$ cat config.mk
export PLATFORM = sky130hd
export DESIGN_NAME = param_register_file
export DESIGN_NICKNAME = d
export VERILOG_FILES = /design/src/rtl/param_register_file.sv
export SDC_FILE = /design/constraint.sdc
export NUM_CORES = 1
export LEC_CHECK = 0
export BUFFER_PORTS_ARGS = -buffer_cell sky130_fd_sc_hd__buf_2
export CAP_MARGIN = 20
export CORE_MARGIN = 5
export CORE_UTILIZATION = 45
export CTS_BUF_LIST = sky130_fd_sc_hd__clkbuf_16
export CTS_CLUSTER_DIAMETER = 120
export DETAILED_ROUTE_END_ITERATION = 8
export PLACE_DENSITY_LB_ADDON = 0.05
export SLEW_MARGIN = 20
export SYNTH_ARGS = -nofsm -noshare
export SYNTH_HDL_FRONTEND = slang
export SYNTH_SLANG_ARGS = --single-unit
$ cat constraint.sdc
create_clock -name Clk -period 4.33 [get_ports Clk]
set_clock_uncertainty 0.15 [all_clocks]
set_input_delay 0.6495 -clock Clk [delete_from_list [all_inputs] [get_ports Clk]]
set_output_delay 0.6495 -clock Clk [all_outputs]
set_load 0.1 [all_outputs]
$ cat src/rtl/param_register_file.sv
// Parametrised register file with a reset-driven init sequencer, Ready handshake,
// registered write-first reads and a sticky fault flag for protected-slot writes.
module param_register_file #(
   parameter int DATA_WIDTH = 32,
   parameter int ADDR_WIDTH = 5,
   parameter int INIT_BASE  = 100,
   parameter int SP_INDEX   = 29,
   parameter int SP_INIT    = 1020,
   parameter int PROT_LO    = 26,
   parameter int PROT_HI    = 27
) (
   input  logic                         Clk,
   input  logic                         Rst,
   input  logic        [ADDR_WIDTH-1:0] ReadReg1,
   input  logic        [ADDR_WIDTH-1:0] ReadReg2,
   input  logic        [ADDR_WIDTH-1:0] WAddr,
   input  logic signed [DATA_WIDTH-1:0] WData,
   input  logic                         RegWrite,
   output logic signed [DATA_WIDTH-1:0] ReadData1,
   output logic signed [DATA_WIDTH-1:0] ReadData2,
   output logic                         Ready,
   output logic                         WriteFault
);

   localparam int DEPTH = 2 ** ADDR_WIDTH;

   typedef enum logic {ST_INIT, ST_RUN} state_t;

   state_t                  r_state;
   state_t                  w_state_next;
   logic [ADDR_WIDTH-1:0]   r_init_idx;
   logic                    r_fault;
   logic [DATA_WIDTH-1:0]   r_mem [DEPTH];
   logic [DATA_WIDTH-1:0]   r_rd1;
   logic [DATA_WIDTH-1:0]   r_rd2;
   logic [DATA_WIDTH-1:0]   w_init_tab [DEPTH];

   logic w_run;
   logic w_wr_prot;
   logic w_wr_nonzero;
   logic w_wr_accept;
   logic w_wr_fault;
   logic w_byp1;
   logic w_byp2;

   // Init table is resolved at elaboration; an empty window (LO > HI) never matches.
   generate
      for (genvar gi = 0; gi < DEPTH; gi++) begin : g_init
         if (gi == 0) begin : g_zero
            assign w_init_tab[gi] = '0;
         end else if (gi == SP_INDEX) begin : g_sp
            assign w_init_tab[gi] = DATA_WIDTH'(SP_INIT);
         end else if (gi >= PROT_LO && gi <= PROT_HI) begin : g_prot
            assign w_init_tab[gi] = '0;
         end else begin : g_base
            assign w_init_tab[gi] = DATA_WIDTH'(INIT_BASE + gi);
         end
      end
   endgenerate

   assign w_run        = (r_state == ST_RUN);
   assign w_wr_prot    = (int'(WAddr) >= PROT_LO) && (int'(WAddr) <= PROT_HI);
   assign w_wr_nonzero = (WAddr != '0);
   assign w_wr_accept  = w_run && RegWrite && w_wr_nonzero && !w_wr_prot;
   assign w_wr_fault   = w_run && RegWrite && w_wr_nonzero && w_wr_prot;
   assign w_byp1       = w_wr_accept && (WAddr == ReadReg1);
   assign w_byp2       = w_wr_accept && (WAddr == ReadReg2);

   always_comb begin
      w_state_next = r_state;
      if (r_state == ST_INIT && r_init_idx == '1) begin
         w_state_next = ST_RUN;
      end
   end

   always_ff @(posedge Clk) begin
      if (Rst) begin
         r_state    <= ST_INIT;
         r_init_idx <= '0;
         r_fault    <= 1'b0;
      end else begin
         r_state <= w_state_next;
         if (r_state == ST_INIT) begin
            r_init_idx <= r_init_idx + ADDR_WIDTH'(1);
         end
         if (w_wr_fault) begin
            r_fault <= 1'b1;
         end
      end
   end

   // Array has no reset: the init sequence rewrites every entry after Rst.
   always_ff @(posedge Clk) begin
      if (!Rst) begin
         if (r_state == ST_INIT) begin
            r_mem[r_init_idx] <= w_init_tab[r_init_idx];
         end else if (w_wr_accept) begin
            r_mem[WAddr] <= WData;
         end
      end
   end

   always_ff @(posedge Clk) begin
      if (Rst) begin
         r_rd1 <= '0;
         r_rd2 <= '0;
      end else if (r_state == ST_INIT) begin
         r_rd1 <= '0;
         r_rd2 <= '0;
      end else begin
         r_rd1 <= w_byp1 ? WData : ((ReadReg1 == '0) ? '0 : r_mem[ReadReg1]);
         r_rd2 <= w_byp2 ? WData : ((ReadReg2 == '0) ? '0 : r_mem[ReadReg2]);
      end
   end

   assign ReadData1  = r_rd1;
   assign ReadData2  = r_rd2;
   assign Ready      = w_run;
   assign WriteFault = r_fault;

endmodule

# Word level (Yosys, flattened, before mapping)
# Memories as Yosys holds them, arrays and structs flattened.
# Index checks and enable logic that the tools add are counted.
# word_totals
output_inout_bits	66
mem_count	2
elab_cells	46
latch_bits	0
register_bits	71
romBits	1024
mem_bits_rw	1024
# op_classes
n_eq_ne	3
n_reduce_logical	14
n_shift	0
mul	0
n_addsub	1
n_mux	16
bitwise_logic	2
magnitude_cmp	3
div	0
# mem_list
name	words	word_bits	read_ports	rd_ports_with_merged_regs	wr	line	text
(name not given)	32	32	1	0	0	96	r_mem[r_init_idx] <= w_init_tab[r_init_idx];
r_mem	32	32	2	0	1	33	logic [DATA_WIDTH-1:0] r_mem [DEPTH];
# op_table
operator	n
32-bit 2-to-1 mux	7
32-bit OR reduction	1
5-bit == test	2
5-bit zero test	2
1-bit logical AND	8
1-bit 2-to-1 mux	8
6-bit >= comparator, second input constant	1
5-bit NOT with 6-bit output	1
5-bit by 1-bit adder with 5-bit output, second input constant	1
5-bit == test, second input constant	1
5-bit >= comparator, second input constant	1
5-bit <= comparator, second input constant	1
5-bit 2-to-1 mux	1
5-bit nonzero test	1
2-bit OR reduction	1
1-bit zero test	1
1-bit NOT	1

# Longest topological paths before layout
# logic_depth
ltp_word	10
depth_mapped	9

# Worst setup path before layout
# Ideal clock, no wire load.
# synth_timing
path_kind	register -> register
from	reg r_state, in the netlist Ready
to	mem r_mem[29][0], enable pin
path_buffers	2
synth_period_minus_slack_ns	4.221
stages_incl_launch_ff	8
setup_ns	0.421
path_slack_ns	0.109
arrival_ns	3.650
path_cell_list	dfxtp_1 -> buf_2 -> nand2_1 -> nor3_1 -> clkbuf_1 -> a32o_1 -> o21ai_0 -> nor2_1
# synth_between
elab_chain_len	9
elab_cells_between_ends	13
cone_classes	mux: 9; reduce/logical: 4
# synth_lines
item	line	text
start, declared	29	state_t r_state;
start signal, assigned	82	r_state <= w_state_next;
1-bit logical AND (3 in a row)	64	assign w_wr_accept = w_run && RegWrite && w_wr_nonzero && !w_wr_prot;
1-bit 2-to-1 mux	97	end else if (w_wr_accept) begin
1-bit 2-to-1 mux	95	if (r_state == ST_INIT) begin
1-bit 2-to-1 mux	94	if (!Rst) begin
1-bit 2-to-1 mux (implied by the code)	98	r_mem[WAddr] <= WData;
32-bit OR reduction (no line)	n/a	
5-bit 2-to-1 mux (no line) or 1-bit 2-to-1 mux (tied branches)	n/a	
end, declared	33	
# Parallel ways exist; a longest one is shown, timed or not.

# Worst setup path after layout
# layout_timing
from	reg r_state, in the netlist Ready
to	mem r_mem[14][18], enable pin
# The elaborated chain is that of the path after synthesis.

==> impl_results.md <==
- CP startpoint kind: flip-flop
- Area of the core: 111000 um2
- Int Power: ~0.018 W
- Fraction of layout cells with a size suffix above 1: 34.8%
- Required @ worst endpoint: ~4.6 ns
- DR iter-0 viols: about 3800
- Half-perimeter wire length after placement: 111000 um
- H-tree levels: 3
- Cell Area, Synth: about 50000 um2
- Comb pwr share: approximately 7%
- Via/cell ratio: about 6.7
- All-Layer GR Usage: approximately 29%
- Full die area: approximately 120000 um2
- Crit path largest cell delay: around 0.8 ns
- Number of library cell types mapped by synthesis: a little over 60
- Net count after synthesis: about 2700
- IO Count: around 120
- Buf/Inv on CP: 1
- Congestion Overflow GR: 0
- Post-layout util: between 50% and 60%
- PwrDens: between 300 and 400 nW/um2
- Top cells by count, synth: 1024 x edfxtp_1, 454 x mux4_2, 163 x mux2i_1
- Crit Path Max Fanout: 25
- Vias in the first global route: slightly above 30000
- Final setup vio count: 0
- Slew @ Worst Pin: roughly 1.1 ns
- WL/cell: 38.2 um
- CTS root buf: clkbuf_16
- CP cell instances: and2_1, nand3_1, nor2_2, o31a_1, nor2_4, buf_12
- Placer's final routability congestion estimate: a little over 0.9
- Clock share of power: a little over two fifths
- Layout Area Growth over Synthesis: 14.7%
- Synth area leaders: edfxtp_1 61%, mux4_2 20%, mux2i_1 3.3%
- Initial Utilization: a little under half
- Yosys warns: 0
- EDFF count, synth: between 1000 and 1500
- Die Y-Extent: about 340 um
- Post-synthesis async set-or-reset flop share: 0%
- RSZ-0062 raised after global routing: false
- Port Buffers: 115
- Routed wire length: 171000 um
- FF+latch count, synth: ~1100
- Clock latency on the worst-skew pair: roughly 0.72 ns
- Final Max Slew Viols: 0
- Peak VDD IR: between 300 and 400 uV
- First-pass GRT wire length: about 240000 um
- CP Class: reg2reg
- Cell family with most CP delay: simple AND/OR/NAND/NOR gates
- Die Width: between 300 and 400 um
- Achievable Freq: a little under 300 MHz
- Num Clock Sinks: 1095
- Leading area contributor after synthesis: edfxtp_1
- Status: complete, no violations
- Area of the multi-input gates: roughly 17000 um2
- Final min period: approximately 3.4 ns
- Arr. time, crit path: approximately 3.7 ns
- Layout fillers: 8774
- Slowest-stage cell, CP: o31a_1
- Hold slack: roughly 0.052 ns
- Setup TNS: 0 ns
- Synth Area per Inst: 18.9 um2
- Setup bufs post-CTS: 0
- DP Area: ~54000 um2
- Row cnt: between 100 and 150
- Slew HR: a little under a quarter
- Cts bufs inserted: around 120
- Critical path endpoint category: flip-flop
- Post-synthesis cell count: about 2700
- Most common cell in the netlist: edfxtp_1
- CTS tree: done
- Max-cap violation count: 0
- Tightest Hold Check Type: in2reg
- Final hold violation count: 0
- Prevailing post-synth register cell: edfxtp_1
- Pin count of the biggest net entering global routing: 56
- Sw frac: 22.9%
- Initial DRT Pass Iterations: 6
- Number of gates resized after CTS: 0
- Number of remaining DRC errors: 0
- Register Area: around 32000 um2
- Nets: 2937
- Seq pwr share: about half
- Routed Antenna Nets: 0
- Total power: between 0.02 and 0.025 W
- Vias: 30159
- Max clock buf depth: 3
- Crit share post-route: approximately 79%
- Leakage: around 18 nW
- Sw Pwr: between 0.005 and 0.006 W
- Top cell type's share of synthesized area: approximately three fifths
- Sequential share of the synthesized area: 64.2%
- Clock-pin slew on the worst setup and hold paths: around 0.06 ns
- Initial antenna violation count: 10
- Post-route cell area: ~57000 um2
-- metal layers --
layer	vias to the layer above	wire, um	share of wire (%)	global-route usage (%)
met5	-	27	0.016	0
met4	4	5150	3.0	8.28
met3	280	16500	9.7	6.06
met2	1757	81000	47	45.8
met1	16221	68300	40	40.8
li1	11897	-	-	-
-- worst min-delay path, stage by stage --
cell and delay [ns]:
buf_2 0.12, nand2_1 0.05, nand2_1 0.06
-- logic make-up after synthesis --
family,Yosys count,share of synthesized area (%)
and+or+nand+nor,295,2.99
DFF,1095,64.2
xor gates and xnor gates,13,0.227
buffers and inverters,226,2.35
AOI/OAI and AO/OA,368,5.63
muxes,654,24.5
adders and majority gates,5,0.125
-- power groups by stage --
| stage | Combinational (W) | Clock (W) | Sequential, W |
|---|---|---|---|
| 3_3_place_gp | 0.00161 | 0 | 0.0118 |
| 5_1_grt | 0.00170 | 0.0103 | 0.0116 |
| 6_report | 0.00163 | 0.00972 | 0.0116 |
| 2_1_floorplan | 0.000992 | 0 | 0.0118 |
| 3_5_place_dp | 0.00162 | 0 | 0.0118 |
| 4_1_cts | 0.00163 | 0.00988 | 0.0116 |
-- per-stage QoR --
step	instances	setup WS, ns
after floorplan	2656	0.109
after global placement	4245	0.558
after detailed placement	4247	0.527
after CTS	4471	0.918
after global routing	4472	0.780
final	4472	0.889
-- area by class of cell --
class,instances,area share (%)
clock buffers,116,5.05
multi-input cells,1335,29.8
flip-flops and latches,1095,56.0
clock inverters,103,1.40
inverters,7,0.0457
well taps,1488,3.24
diodes,1,0.00435
repair buffers,327,4.52
-- flip-flops by register name, summed over array words and instances, names as in the netlist --
signal / cells
r_init_idx: 5
ReadData2: 32
WriteFault: 1
Ready: 1
r_mem: 1024
ReadData1: 32
-- layout by cell type (no fill, tap or decap), types with 6 or more instances in the layout --
cell type / count
a211o_1: 27
a211oi_1: 37
a21oi_1: 20
a221o_1: 14
a221oi_1: 8
a22o_1: 35
a22oi_1: 6
a31oi_1: 15
a32o_1: 30
and3_1: 24
buf_12: 28
buf_2: 109
buf_4: 178
buf_8: 7
bufinv_16: 11
clkbuf_16: 116
clkinv_1: 34
clkinv_2: 19
dfxtp_1: 71
edfxtp_1: 1024
inv_1: 34
mux2_2: 37
mux2i_1: 163
mux4_2: 454
nand2_1: 72
nand3_1: 14
nand3b_1: 7
nand4_1: 20
nor2_1: 51
nor2_4: 34
nor2b_1: 29
nor3_1: 6
o211ai_1: 8
o21ai_0: 15
o21ai_1: 8
o221ai_1: 47
o22ai_1: 78
xnor2_1: 9
-- final timing paths --
| kind | start | endpoint | slack [ns] | cells past startpoint |
|---|---|---|---|---|
| max | Ready$_SDFFE_PP0P_ | r_mem[14][18]$_DFFE_PP_ | 0.89 | 6 |
| min | WData[13] | ReadData2[13]$_SDFF_PP0_ | 0.05 | 3 |
| max reg2reg | Ready$_SDFFE_PP0P_ | r_mem[14][18]$_DFFE_PP_ | 0.89 | 6 |
| min reg2reg | WriteFault$_SDFFE_PP0P_ | WriteFault$_SDFFE_PP0P_ | 0.45 | 2 |
-- timing repair --
action | CTS | global route
hold endpoints to repair | 5 | 0
hold buffers | 5 | 0
setup endpoints to repair | 0 | 0
Note: power is estimated with default switching activity, not from simulation.
